--- src/rtl/regfile_wb_arbiter.sv ---
// Register-file write-port arbiter: pipeline writeback vs. queued long-latency results,
// with a pending-destination scoreboard that drives the decode read-hazard stall.
module regfile_wb_arbiter #(
    parameter int LU_FIFO_DEPTH = 2,
    parameter int STARVE_MAX    = 4
) (
    input  logic        clk,
    input  logic        rst_n,
    input  logic        en,
    input  logic        pipe_w_en,
    input  logic [4:0]  pipe_rd,
    input  logic [31:0] pipe_data,
    input  logic        lu_issue,
    input  logic [4:0]  lu_issue_rd,
    input  logic        lu_valid,
    input  logic [4:0]  lu_rd,
    input  logic [31:0] lu_data,
    output logic        lu_ready,
    input  logic [4:0]  chk_a,
    input  logic [4:0]  chk_b,
    output logic        stall,
    output logic        pipe_hold,
    output logic        rf_w_en,
    output logic [4:0]  rf_req_w,
    output logic [31:0] rf_data_w,
    output logic        err
);

    localparam int PTR_W = (LU_FIFO_DEPTH > 1) ? $clog2(LU_FIFO_DEPTH) : 1;
    localparam int CNT_W = PTR_W + 1;
    localparam int STV_W = $clog2(STARVE_MAX + 1);

    logic [4:0]       fifo_rd_r   [LU_FIFO_DEPTH];
    logic [31:0]      fifo_data_r [LU_FIFO_DEPTH];
    logic [PTR_W-1:0] wr_ptr_r;
    logic [PTR_W-1:0] rd_ptr_r;
    logic [CNT_W-1:0] count_r;
    logic [STV_W-1:0] starve_r;
    logic [31:1]      pending_r;
    logic             err_r;

    logic             empty_s;
    logic             full_s;
    logic             push_s;
    logic             pop_s;
    logic             pipe_valid_s;
    logic             pipe_win_s;
    logic [4:0]       head_rd_s;
    logic [31:0]      head_data_s;
    logic [31:0]      pend_full_s;
    logic [31:0]      clr_mask_s;
    logic [31:0]      set_mask_s;
    logic [31:0]      pend_nxt_s;
    logic             err_set_s;

    assign empty_s      = (count_r == {CNT_W{1'b0}});
    assign full_s       = (count_r == CNT_W'(LU_FIFO_DEPTH));
    assign head_rd_s    = fifo_rd_r[rd_ptr_r];
    assign head_data_s  = fifo_data_r[rd_ptr_r];

    // The queue gets a guaranteed slot once it has lost STARVE_MAX times in a row.
    assign pipe_hold    = (starve_r == STV_W'(STARVE_MAX)) && !empty_s;
    assign lu_ready     = en && !full_s;
    assign push_s       = lu_valid && lu_ready;
    assign pipe_valid_s = en && pipe_w_en && (pipe_rd != 5'd0);
    assign pipe_win_s   = pipe_valid_s && !pipe_hold;
    assign pop_s        = en && !pipe_win_s && !empty_s;

    // Bit 0 of the expanded view is r0 and is never pending.
    assign pend_full_s  = {pending_r, 1'b0};
    assign clr_mask_s   = (pop_s && (head_rd_s != 5'd0)) ? (32'd1 << head_rd_s) : 32'd0;
    assign set_mask_s   = (en && lu_issue && (lu_issue_rd != 5'd0)) ? (32'd1 << lu_issue_rd) : 32'd0;
    assign pend_nxt_s   = (pend_full_s & ~clr_mask_s) | set_mask_s;

    assign stall = ((chk_a != 5'd0) && pend_full_s[chk_a]) ||
                   ((chk_b != 5'd0) && pend_full_s[chk_b]);

    assign err_set_s = en && (
        (lu_issue && (lu_issue_rd != 5'd0) && pend_full_s[lu_issue_rd]) ||
        (push_s && (lu_rd != 5'd0) && !pend_full_s[lu_rd]) ||
        (pipe_valid_s && pend_full_s[pipe_rd]) ||
        (pipe_w_en && pipe_hold));

    assign err = err_r;

    // Result FIFO storage and pointers.
    always_ff @(posedge clk or negedge rst_n) begin
        if (!rst_n) begin
            for (int i = 0; i < LU_FIFO_DEPTH; i++) begin
                fifo_rd_r[i]   <= 5'd0;
                fifo_data_r[i] <= 32'd0;
            end
            wr_ptr_r <= {PTR_W{1'b0}};
            rd_ptr_r <= {PTR_W{1'b0}};
        end else begin
            if (push_s) begin
                fifo_rd_r[wr_ptr_r]   <= lu_rd;
                fifo_data_r[wr_ptr_r] <= lu_data;
                wr_ptr_r              <= wr_ptr_r + PTR_W'(1);
            end else begin
                wr_ptr_r <= wr_ptr_r;
            end
            if (pop_s) begin
                rd_ptr_r <= rd_ptr_r + PTR_W'(1);
            end else begin
                rd_ptr_r <= rd_ptr_r;
            end
        end
    end

    // FIFO occupancy.
    always_ff @(posedge clk or negedge rst_n) begin
        if (!rst_n) begin
            count_r <= {CNT_W{1'b0}};
        end else begin
            case ({push_s, pop_s})
                2'b10:   count_r <= count_r + CNT_W'(1);
                2'b01:   count_r <= count_r - CNT_W'(1);
                default: count_r <= count_r;
            endcase
        end
    end

    // Starvation counter: consecutive losses of a non-empty queue to the pipeline.
    always_ff @(posedge clk or negedge rst_n) begin
        if (!rst_n) begin
            starve_r <= {STV_W{1'b0}};
        end else if (!en) begin
            starve_r <= starve_r;
        end else if (pop_s || empty_s) begin
            starve_r <= {STV_W{1'b0}};
        end else if (pipe_win_s) begin
            starve_r <= starve_r + STV_W'(1);
        end else begin
            starve_r <= starve_r;
        end
    end

    // Scoreboard of destinations still owed by the long-latency unit.
    always_ff @(posedge clk or negedge rst_n) begin
        if (!rst_n) begin
            pending_r <= 31'd0;
        end else begin
            pending_r <= pend_nxt_s[31:1];
        end
    end

    // Sticky protocol-violation flag.
    always_ff @(posedge clk or negedge rst_n) begin
        if (!rst_n) begin
            err_r <= 1'b0;
        end else if (err_set_s) begin
            err_r <= 1'b1;
        end else begin
            err_r <= err_r;
        end
    end

    // Registered write port; a winning r0 entry is consumed without a write.
    always_ff @(posedge clk or negedge rst_n) begin
        if (!rst_n) begin
            rf_w_en   <= 1'b0;
            rf_req_w  <= 5'd0;
            rf_data_w <= 32'd0;
        end else if (pipe_win_s) begin
            rf_w_en   <= 1'b1;
            rf_req_w  <= pipe_rd;
            rf_data_w <= pipe_data;
        end else if (pop_s) begin
            rf_w_en   <= (head_rd_s != 5'd0);
            rf_req_w  <= head_rd_s;
            rf_data_w <= head_data_s;
        end else begin
            rf_w_en   <= 1'b0;
            rf_req_w  <= rf_req_w;
            rf_data_w <= rf_data_w;
        end
    end

endmodule

--- config.mk ---
export PLATFORM = sky130hd
export DESIGN_NAME = regfile_wb_arbiter
export DESIGN_NICKNAME = d
export VERILOG_FILES = /design/src/rtl/regfile_wb_arbiter.sv
export SDC_FILE = /design/constraint.sdc
export NUM_CORES = 1
export LEC_CHECK = 0
export CELL_PAD_IN_SITES_DETAIL_PLACEMENT = 0
export CELL_PAD_IN_SITES_GLOBAL_PLACEMENT = 1
export CORE_ASPECT_RATIO = 1.1
export CORE_MARGIN = 2
export CORE_UTILIZATION = 45
export CTS_BUF_LIST = sky130_fd_sc_hd__clkbuf_2 sky130_fd_sc_hd__clkbuf_4 sky130_fd_sc_hd__clkbuf_8
export DETAILED_ROUTE_END_ITERATION = 12
export PLACE_DENSITY_LB_ADDON = 0.1
export SLEW_MARGIN = 0
export SYNTH_ARGS = -nofsm -noshare
export SYNTH_HDL_FRONTEND = slang
export SYNTH_SLANG_ARGS = --single-unit
--- constraint.sdc ---
create_clock -name clk -period 5.5 [get_ports clk]
set_input_delay 1.65 -clock clk [delete_from_list [all_inputs] [get_ports clk]]
set_output_delay 1.65 -clock clk [all_outputs]
set_load 0.005 [all_outputs]
==> qor.yml, run 1 <==
die:
  ios: 137
  rows: 51
  start_util_pct: 45.6
  fp.dieH_um: 144
  dieWidth_um: 131
  core_um2: 17500
  dieArea_um2: 18900
critical_path:
  path_max_fanout: 8
  critical_path.top_delay_family: "multiplexers"
  worst-path-buf-inv: 3
  critical_path_required_ns: 3.85
  startpoint_type: "primary input"
  worstPathArrival_ns: 3.74
  crit_chain: "clkdlybuf4s50_1 > buf_6 > mux4_2 > mux4_2 > mux2i_1 > nand2_1 > dlygate4sd2_1"
  end_kind: "primary output"
  worst-setup-path-type: "primary input to primary output"
  cp_slowest_cell: "mux4_2"
  cpPeakStageDelay_ns: 0.50
  crit_top_cell: "mux4_2"
drt:
  vias: 6236
  remaining_drc_errors: 0
  routed_wirelength_mm: 22.1
  drtIter0Drc: 446
  wl_per_cell_um: 20.2
  via_per_inst: 5.71
  dr.pass1.iters: 5
  antenna_violating_nets_post_route: 0
synthesis:
  synth_largest_area_cell: "dfrtp_1"
  yosys_most_used_dff: "dfrtp_1"
  synth_top_area_share_pct: 47.2
  synth_area_leaders: "dfrtp_1, mux2_2, mux4_2, mux2i_1, o21ai_0"
  synth_cells: 713
  async_flop_share_pct: 100
  synth_area_um2: 8000
  synth-edff-count: 0
  synth-seq-area-share_pct: 47.2
  yosysUniqueCellTypes: 52
  syn_area_per_cell_um2: 11.2
  ys_ff_latch: 151
  yosysWarningCount: 0
  synth_fp_nets: 811
placement:
  place.gp.congestion: 0.953
  dpl.cell_count: 1060
  dp_hpwl_mm: 15.9
  place_area_um2: 9610
  portBuffers: 136
run_status:
  status: "finished, final reports clean"
min_path:
  hold_class: "flop to flop"
finish:
  finalNonFillerCells: 1093
  post-route-util_pct: 57.1
  fin_area_um2: 10000
  nFillCells: 1502
  syn_to_final_growth_pct: 25.3
  nNetsFinal: 940
  layout-drive-gt1-share_pct: 20.9
  n_antenna_cell: 0
global_routing:
  antenna_found_initial: 0
  grt_pass1_wl_mm: 35.8
  grt.overflow.total: 0
  grt.total_usage_pct: 24.6
  first_global_vias: 6625
  grt_max_degree: 86
power_and_ir_drop:
  finalPower_mw: 5.01
  peakVddDrop_uv: 204
  power.density_nw_per_um2: 500
  leakagePower_nw: 4.12
cts:
  htreeDepth: 4
  cts-root-buf: "clkbuf_8"
  cts_tree: "done"
  cts_sinks: 151
  clock_path_buffers: 2
  cts-buffers-inserted: 17
  clk_latency_ns: 0.44
  ctsHoldBuffers: 0
  clk_pin_slew_ns: 0.08
sta:
  finalCritPeriodShare_pct: 98.0
  finClkSkew_ns: 0.0101
  setup_viol: 0
  worst_pin_slew_ns: 1.02
  hold_viol: 0
  period_needed_ns: 5.39
  slew_headroom_pct: 31.9
  max_freq_mhz: 186
  rsz0062_at_grt: "false"
  slew_viol_final: 0
job:
  maxCapViolations: 0
==> routing by layer <==
layer	routed length, um	share of wire, %	global-route usage [%]	vias to the layer above
met1	9120	41	29.7	3122
met2	11100	50	42.0	205
li1	-	-	-	2863
met3	1140	5.1	5.68	46
met5	0	0	0	-
met4	762	3.4	11.6	0
==> synthesized netlist by cell type, types with 2 or more instances <==
library cell  number
a211oi_1           2
mux2_2            85
a2111oi_0          2
nor2b_1            6
nor4_1             5
xnor2_1            3
o211ai_1           2
ha_1               3
nand3_1            6
buf_6              3
nand4_1            2
inv_1              8
nand2_1           65
mux4_1             2
mux2i_1           55
o21ai_0          108
nor3_1             3
or2_2              4
buf_2             19
or3_1              3
a21oi_1           41
a221oi_1           2
xor2_1             2
nor2_1            47
dfrtp_1          151
clkbuf_1          23
nand2b_1           7
mux4_2            30
==> through the flow <==
stage | worst slack (ns) | hold slack, ns | setup TNS [ns]
floorplan | 0.795 | 0.444 | 0
global placement | -0.107 | 0.467 | -0.107
detailed placement | -0.114 | 0.473 | -0.114
CTS | 0.0938 | 0.494 | 0
global route | 0.0250 | 0.523 | 0
finish | 0.110 | 0.493 | 0
==> cell type report <==
class                   instances  area (um2)  area share (%)
clock inverters                10         120            1.20
repair buffers                156        1510            15.1
clock buffers                  22         284            2.83
multi-input cells             508        4000            39.9
flip-flops and latches        151        3780            37.7
well taps                     238         298            2.97
inverters                       8        30.0           0.300
==> power by group <==
part           switching [mW]  internal, mW  leakage (nW)
Clock                   0.419         0.445         0.204
Combinational           0.846          1.14          2.07
Sequential              0.514          1.65          1.84
==> layout by cell type (no fill, tap or decap), drive strengths merged, types with 6 or more instances in the layout <==
master	n
dfrtp	151
clkdlybuf4s50	133
o21ai	109
mux2	85
nand2	65
mux2i	55
nor2	48
a21oi	41
mux4	32
clkbuf	22
buf	21
inv	10
nand2b	7
nor2b	6
nand3	6
==> repair_timing <==
item / CTS / global route
buffers inserted: 1 / 0
setup endpoints to repair: 1 / 0
resized for setup: 3 / 0
==> worst reg2reg max path, cell delays in order, from the launching register on <==
cell      delay (ns)
dfrtp_1         0.48
o211a_1         0.34
a211oi_4        0.30
buf_4           0.33
buf_4           0.46
o21ai_0         0.22
==> worst paths after layout <==
check                                         start                         end  slack (ns)  cells after the start
setup / recovery                           chk_a[0]                       stall        0.11                      7
hold / removal             fifo_rd_r[3]$_DFFE_PN0P_    fifo_rd_r[3]$_DFFE_PN0P_        0.49                      2
setup reg to reg             count_r[1]$_DFFE_PN0P_   rf_data_w[21]$_DFFE_PN0P_        3.23                      5
hold reg to reg            fifo_rd_r[3]$_DFFE_PN0P_    fifo_rd_r[3]$_DFFE_PN0P_        0.49                      2
max in group asynchronous                     rst_n   rf_data_w[14]$_DFFE_PN0P_        3.28                      2
min in group asynchronous                     rst_n  fifo_data_r[8]$_DFFE_PN0P_        1.24                      1
==> registers in the layout, summed over array words and instances (netlist names) <==
name and flops:
rd_ptr_r 1, fifo_data_r 64, starve_r 3, wr_ptr_r 1, pending_r 31, count_r 2, rf_data_w 32, fifo_rd_r 10
rf_req_w 5, err 1, rf_w_en 1
==> kinds of logic after synthesis <==
logic type,Yosys count,share of synthesized area [%]
AO/OA/AOI/OAI,172,12.0
XOR/XNOR,5,0.547
multiplexers,172,27.9
AND/OR/NAND/NOR,156,8.68
buffers and inverters,54,3.16
flip-flops,151,47.2
adder cells (fa/ha/maj),3,0.469
Note: power is estimated with default switching activity, not from simulation.
==> inputs of run 2 (changes only) <==
--- a/config.mk
+++ b/config.mk
@@ -5,12 +5,13 @@
 export SDC_FILE = /design/constraint.sdc
 export NUM_CORES = 1
 export LEC_CHECK = 0
-export CELL_PAD_IN_SITES_DETAIL_PLACEMENT = 0
+export CELL_PAD_IN_SITES_DETAIL_PLACEMENT = 1
 export CELL_PAD_IN_SITES_GLOBAL_PLACEMENT = 1
 export CORE_ASPECT_RATIO = 1.1
 export CORE_MARGIN = 2
 export CORE_UTILIZATION = 45
 export CTS_BUF_LIST = sky130_fd_sc_hd__clkbuf_2 sky130_fd_sc_hd__clkbuf_4 sky130_fd_sc_hd__clkbuf_8
+export CTS_CLUSTER_DIAMETER = 200
 export DETAILED_ROUTE_END_ITERATION = 12
 export PLACE_DENSITY_LB_ADDON = 0.1
 export SLEW_MARGIN = 0
==> run 2 against run 1 <==
Effect of this change: cell area up 0.21%; setup slack worse by 0.0044 ns; first-iteration DRC count down 26%; wire length up 8.8%; highest routed layer unchanged; critical path type unchanged; clock power up 3.9%; utilization up 0.12 points; via count up 1.9%.
==> qor.yml, run 2 (synthesis results as in run 1) <==
run_status:
  status: "finished, final reports clean"
sta:
  setup_viol: 0  # unchanged
  slew_headroom_pct: 29.9  # -1.9 points
  period_needed_ns: 5.39  # +0.00436 ns
  slew_viol_final: 0  # unchanged
  rsz0062_at_grt: "false"
  finalCritPeriodShare_pct: 98.1  # about the same
  finClkSkew_ns: 0.0119  # +0.00182 ns
  worst_slack_ns: 0.106  # -0.00436 ns
  max_freq_mhz: 185  # about the same
  hold_viol: 0  # unchanged
  worst_pin_slew_ns: 1.05  # +0.0288 ns
  timing.hold.ws_ns: 0.509  # +0.0161 ns
power_and_ir_drop:
  swShare_pct: 36.1  # +0.61 points
  p_clk_share_pct: 17.6  # +0.3 points
  leakagePower_nw: 4.13  # +0.11%
  seqPwrFrac_pct: 42.7  # -0.4 points
  power_switching_mw: 1.85  # +3.9%
  power.density_nw_per_um2: 510  # +1.9%
  peakVddDrop_uv: 210  # +3.0%
  pwr-share-comb_pct: 39.7  # about the same
  p_int_mw: 3.27  # +1.2%
critical_path:
  end_kind: "primary output"
  path_max_fanout: 8  # unchanged
  worstPathArrival_ns: 3.74  # about the same
  worst-setup-path-type: "primary input to primary output"
  r2r.worst_path.cells: 4  # -1
  critical_path_required_ns: 3.85  # about the same
  startpoint_type: "primary input"
die:
  ios: 137  # unchanged
  dieArea_um2: 18900  # unchanged
  core_um2: 17500  # unchanged
  start_util_pct: 45.6  # unchanged
  rows: 51  # unchanged
  fp.dieH_um: 144  # unchanged
  dieWidth_um: 131  # unchanged
finish:
  layout_common_cells: "dfrtp_1, clkdlybuf4s50_1, o21ai_0, mux2_2, nand2_1"
  nNetsFinal: 940  # unchanged
  syn_to_final_growth_pct: 25.5
  nFillCells: 1841  # +23%
  regArea_um2: 3780  # unchanged
  largest_register_ffs: 64  # unchanged
  multi_input_area_um2: 4000  # unchanged
  largestRegisters: "fifo_data_r (64), rf_data_w (32), pending_r (31)"
  layout_commonest_cell: "dfrtp_1"
  n_antenna_cell: 0  # unchanged
  layout-drive-gt1-share_pct: 20.9  # unchanged
  regMostFlops: "fifo_data_r"
  fin_area_um2: 10000  # +0.21%
global_routing:
  first_global_vias: 7085  # +6.9%
  grt_pass1_wl_mm: 38.4  # +7.4%
  grt.total_usage_pct: 26.4  # +1.9 points
  grt.overflow.total: 0  # unchanged
  antenna_found_initial: 0  # unchanged
  grt_max_degree: 86  # unchanged
cts:
  ctsHoldBuffers: 0  # unchanged
  cts-buffers-inserted: 17  # unchanged
  cts-root-buf: "clkbuf_8"
  clock_path_buffers: 2  # unchanged
  clk_pin_slew_ns: 0.08  # about the same
  htreeDepth: 4  # unchanged
  clk_latency_ns: 0.46  # +0.02 ns
  cts_tree: "done"
  cts_sinks: 151  # unchanged
job:
  maxCapViolations: 0  # unchanged
placement:
  place.gp.congestion: 0.953  # unchanged
  place_area_um2: 9610  # unchanged
  dp_hpwl_mm: 17.5  # +10%
  place_worst_setup_slack_ns: -0.158  # -0.0436 ns
  portBuffers: 136  # unchanged
drt:
  wl_per_cell_um: 22.0  # +8.8%
  dr.pass1.iters: 4  # -1
  vias: 6354  # +1.9%
  antenna_violating_nets_post_route: 0  # unchanged
  remaining_drc_errors: 0  # unchanged
  via_per_inst: 5.81  # +1.9%
  routed_wirelength_mm: 24.1  # +8.8%
  drtIter0Drc: 331  # -26%
min_path:
  hold_class: "flop to flop"
  hold_depth: 1  # -1
run 2: cell types whose count changed in the layout (fill, tap and decap cells not counted):
| cell | previous run | this run |
|---|---|---|
| inv_6 | 2 | 0 |
| bufinv_16 | 2 | 3 |
| clkbuf_4 | 3 | 2 |
| clkinv_4 | 2 | 3 |
| clkinvlp_4 | 2 | 3 |
run 2: final cells by class:
class / instances / share of cell area, %
well taps: 238 / 2.97
inverters: 8 / 0.299
clock inverters: 11 / 1.48
flip-flops and latches: 151 / 37.6
multi-input cells: 508 / 39.8
repair buffers: 156 / 15.1
clock buffers: 21 / 2.75
run 2: final timing paths:
check / end / slack [ns] / from
worst max-delay path: stall / 0.11 / chk_a[0]
worst min-delay path: fifo_rd_r[4]$_DFFE_PN0P_ / 0.51 / fifo_rd_r[4]$_DFFE_PN0P_
worst min register to register: fifo_rd_r[4]$_DFFE_PN0P_ / 0.51 / fifo_rd_r[4]$_DFFE_PN0P_
min in group asynchronous: fifo_data_r[8]$_DFFE_PN0P_ / 1.22 / rst_n
worst max register to register: err$_DFFE_PN0P_ / 3.14 / pending_r[4]$_DFF_PN0_
max in group asynchronous: rf_data_w[17]$_DFFE_PN0P_ / 3.27 / rst_n
run 2: metrics by stage:
| step | TNS (ns) | total power, mW | instances | utilization, % |
|---|---|---|---|---|
| finish | 0 | 5.12 | 1093 | 57.2 |
| global route | 0 | 5.44 | 1093 | 57.2 |
| CTS | 0 | 5.15 | 1093 | 57.2 |
| detailed placement | -0.158 | 4.23 | 1060 | 54.8 |
| global placement | -0.107 | 4.09 | 1060 | 54.8 |
| floorplan | 0 | 3.28 | 713 | - |
run 2: critical path, cell delays in order:
cell and delay, ns:
clkdlybuf4s50_1 0.49, buf_6 0.15, mux4_2 0.49, mux4_2 0.47, mux2i_1 0.15, nand2_1 0.08, dlygate4sd2_1 0.26
run 2: timing repair:
item	CTS	global route
resized for setup	3	0
setup endpoints to repair	1	0
buffers inserted	1	0
run 2: power groups by stage:
stage               Combinational [mW]  Sequential (mW)  Clock [mW]
finish                            2.03             2.18       0.899
global route                      2.23             2.25       0.967
CTS                               2.06             2.17       0.922
detailed placement                2.04             2.19           0
global placement                  1.95             2.14           0
floorplan                         1.33             1.96           0
run 2: per-layer routing:
metal / wire [um] / GRT usage (%) / vias up
met3: 1160 / 5.33 / 58
met5: 0 / 0 / -
met2: 12500 / 47.6 / 197
met1: 9510 / 30.4 / 3247
met4: 948 / 12.9 / 0
li1: - / - / 2852
==> inputs of run 3 (changes only) <==
--- a/config.mk
+++ b/config.mk
@@ -7,7 +7,6 @@
 export LEC_CHECK = 0
 export CELL_PAD_IN_SITES_DETAIL_PLACEMENT = 1
 export CELL_PAD_IN_SITES_GLOBAL_PLACEMENT = 1
-export CORE_ASPECT_RATIO = 1.1
 export CORE_MARGIN = 2
 export CORE_UTILIZATION = 45
 export CTS_BUF_LIST = sky130_fd_sc_hd__clkbuf_2 sky130_fd_sc_hd__clkbuf_4 sky130_fd_sc_hd__clkbuf_8
==> run 3 against run 2 <==
Effect of this change: fmax increased by 0.27%; utilization up 0.15 points; wire length shrank 0.17%; highest routed layer unchanged; sequential share of layout area rose by 0.32 points; power fell by 1.1%; via count shrank 0.28%.
==> qor.yml, run 3 (synthesis results as in run 1) <==
run_status:
  status: "finished, final reports clean"
cts:
  cts_sinks: 151  # unchanged
  cts_tree: "done"
  cts-root-buf: "clkbuf_8"
  clock_path_buffers: 2  # unchanged
  clk_pin_slew_ns: 0.09  # about the same
  cts-buffers-inserted: 17  # unchanged
  htreeDepth: 4  # unchanged
  cts_setup_buffers: 0  # -1
  clk_latency_ns: 0.48  # +0.02 ns
global_routing:
  grt.total_usage_pct: 26.9  # +0.46 points
  grt_util_met3_pct: 7.21  # +1.9 points
  grtUsageMet1_pct: 33.4  # +3.0 points
  grt.overflow.total: 0  # unchanged
  grt_util_met2_pct: 44.6  # -3.0 points
  grt_max_degree: 106  # +23%
  first_global_vias: 6956  # -1.8%
  grt_busiest_layer: "met2"
  antenna_found_initial: 0  # unchanged
  grt_pass1_wl_mm: 38.2  # -0.65%
die:
  dieArea_um2: 18900  # about the same
  fp.dieH_um: 137  # -4.5%
  ios: 137  # unchanged
  dieWidth_um: 137  # +4.7%
  core_um2: 17400  # -1.1%
  rows: 48  # -5.9%
  start_util_pct: 46.1  # +0.50 points
placement:
  dp_hpwl_mm: 17.5  # -0.39%
  place_area_um2: 9580  # -0.33%
  place.gp.congestion: 0.921  # -3.4%
  portBuffers: 136  # unchanged
  dpl.cell_count: 1045  # -1.4%
  place_worst_setup_slack_ns: -0.211  # -0.0531 ns
critical_path:
  worst-setup-path-type: "primary input to primary output"
  crit_start: "chk_a[0]"
  r2r_start: "rd_ptr_r$_DFFE_PN0P_"
  reg2reg_setup_slack_ns: 2.71  # -0.43 ns
  critical_path_required_ns: 3.85  # about the same
  end_kind: "primary output"
  path_max_fanout: 8  # unchanged
  startpoint_type: "primary input"
  worstPathArrival_ns: 3.73  # about the same
sta:
  max_freq_mhz: 186  # +0.27%
  worst_pin_slew_ns: 1.04  # -0.00752 ns
  finalCritPeriodShare_pct: 97.8  # -0.26 points
  slew_viol_final: 0  # unchanged
  rsz0062_at_grt: "false"
  finClkSkew_ns: 0.0148  # +0.00289 ns
  hold_viol: 0  # unchanged
  period_needed_ns: 5.38  # -0.0143 ns
  slew_headroom_pct: 30.4  # +0.50 points
  setup_viol: 0  # unchanged
  worst_slack_ns: 0.120  # +0.0143 ns
finish:
  layout_common_cells: "dfrtp_1, clkdlybuf4s50_1, o21ai_0, mux2_2, nand2_1"
  fin_area_um2: 9960  # -0.83%
  finalNonFillerCells: 1077  # -1.5%
  layout_commonest_cell: "dfrtp_1"
  largest_register_ffs: 64  # unchanged
  regMostFlops: "fifo_data_r"
  largestRegisters: "fifo_data_r (64), rf_data_w (32), pending_r (31)"
  nNetsFinal: 937  # -0.32%
  n_antenna_cell: 0  # unchanged
  layout-drive-gt1-share_pct: 20.7  # -0.28 points
  nFillCells: 1805  # -2.0%
  syn_to_final_growth_pct: 24.5
power_and_ir_drop:
  power.density_nw_per_um2: 508  # -0.31%
  peakVddDrop_uv: 260  # +24%
  leakagePower_nw: 4.10  # -0.75%
  finalPower_mw: 5.06  # -1.1%
drt:
  remaining_drc_errors: 0  # unchanged
  dr.pass1.iters: 5  # +1
  routed_wirelength_mm: 24.0  # -0.17%
  drtIter0Drc: 424  # +28%
  wl_per_cell_um: 22.3  # +1.3%
  antenna_violating_nets_post_route: 0  # unchanged
  via_per_inst: 5.88  # +1.2%
  vias: 6336  # -0.28%
min_path:
  hold_class: "flop to flop"
  hold_path_startpoint: "fifo_rd_r[3]$_DFFE_PN0P_"
job:
  maxCapViolations: 0  # unchanged
run 3: layer usage:
| layer | up-vias | share of wire (%) |
|---|---|---|
| met2 | 228 | 49 |
| met1 | 3188 | 41 |
| met3 | 72 | 6.6 |
| met5 | - | 0 |
| li1 | 2848 | - |
| met4 | 0 | 3.7 |
run 3: power by group:
group	leakage [nW]	switching, mW	internal (mW)	total, mW
logic	2.06	0.892	1.13	2.02
registers	1.84	0.541	1.65	2.19
clock network	0.192	0.475	0.374	0.849
run 3: final timing paths:
| path | end | depth (start not counted) |
|---|---|---|
| max in group asynchronous | rf_data_w[15]$_DFFE_PN0P_ | 2 |
| setup reg to reg | pending_r[1]$_DFF_PN0_ | 6 |
| min in group asynchronous | rf_data_w[7]$_DFFE_PN0P_ | 1 |
| hold reg to reg | fifo_rd_r[3]$_DFFE_PN0P_ | 2 |
| hold / removal | fifo_rd_r[3]$_DFFE_PN0P_ | 2 |
| setup / recovery | stall | 7 |
run 3: area by class of cell:
type | instances | area [um2] | area share (%)
well taps | 225 | 282 | 2.83
clock inverters | 14 | 139 | 1.39
multi-input cells | 508 | 4000 | 40.1
inverters | 8 | 30.0 | 0.302
flip-flops and latches | 151 | 3780 | 38.0
repair buffers | 153 | 1490 | 15.0
clock buffers | 18 | 241 | 2.42
run 3: per-stage QoR:
| stage | setup TNS [ns] | hold WS (ns) | util (%) |
|---|---|---|---|
| finish | 0 | 0.500 | 57.4 |
| global route | 0 | 0.527 | 57.4 |
| CTS | 0 | 0.505 | 57.4 |
| detailed placement | -0.211 | 0.484 | 55.2 |
| global placement | -0.106 | 0.458 | 55.2 |
| floorplan | 0 | 0.444 | - |
run 3: timing repair:
item / in CTS / in global routing
gates resized for setup: 3 / 0
hold buffers: 0 / 0
setup endpoints to repair: 1 / 0
run 3: critical path: stages:
cell	delay, ns
clkdlybuf4s50_1	0.48
buf_6	0.15
mux4_2	0.50
mux4_2	0.48
mux2i_1	0.13
nand2_1	0.07
dlygate4sd2_1	0.26
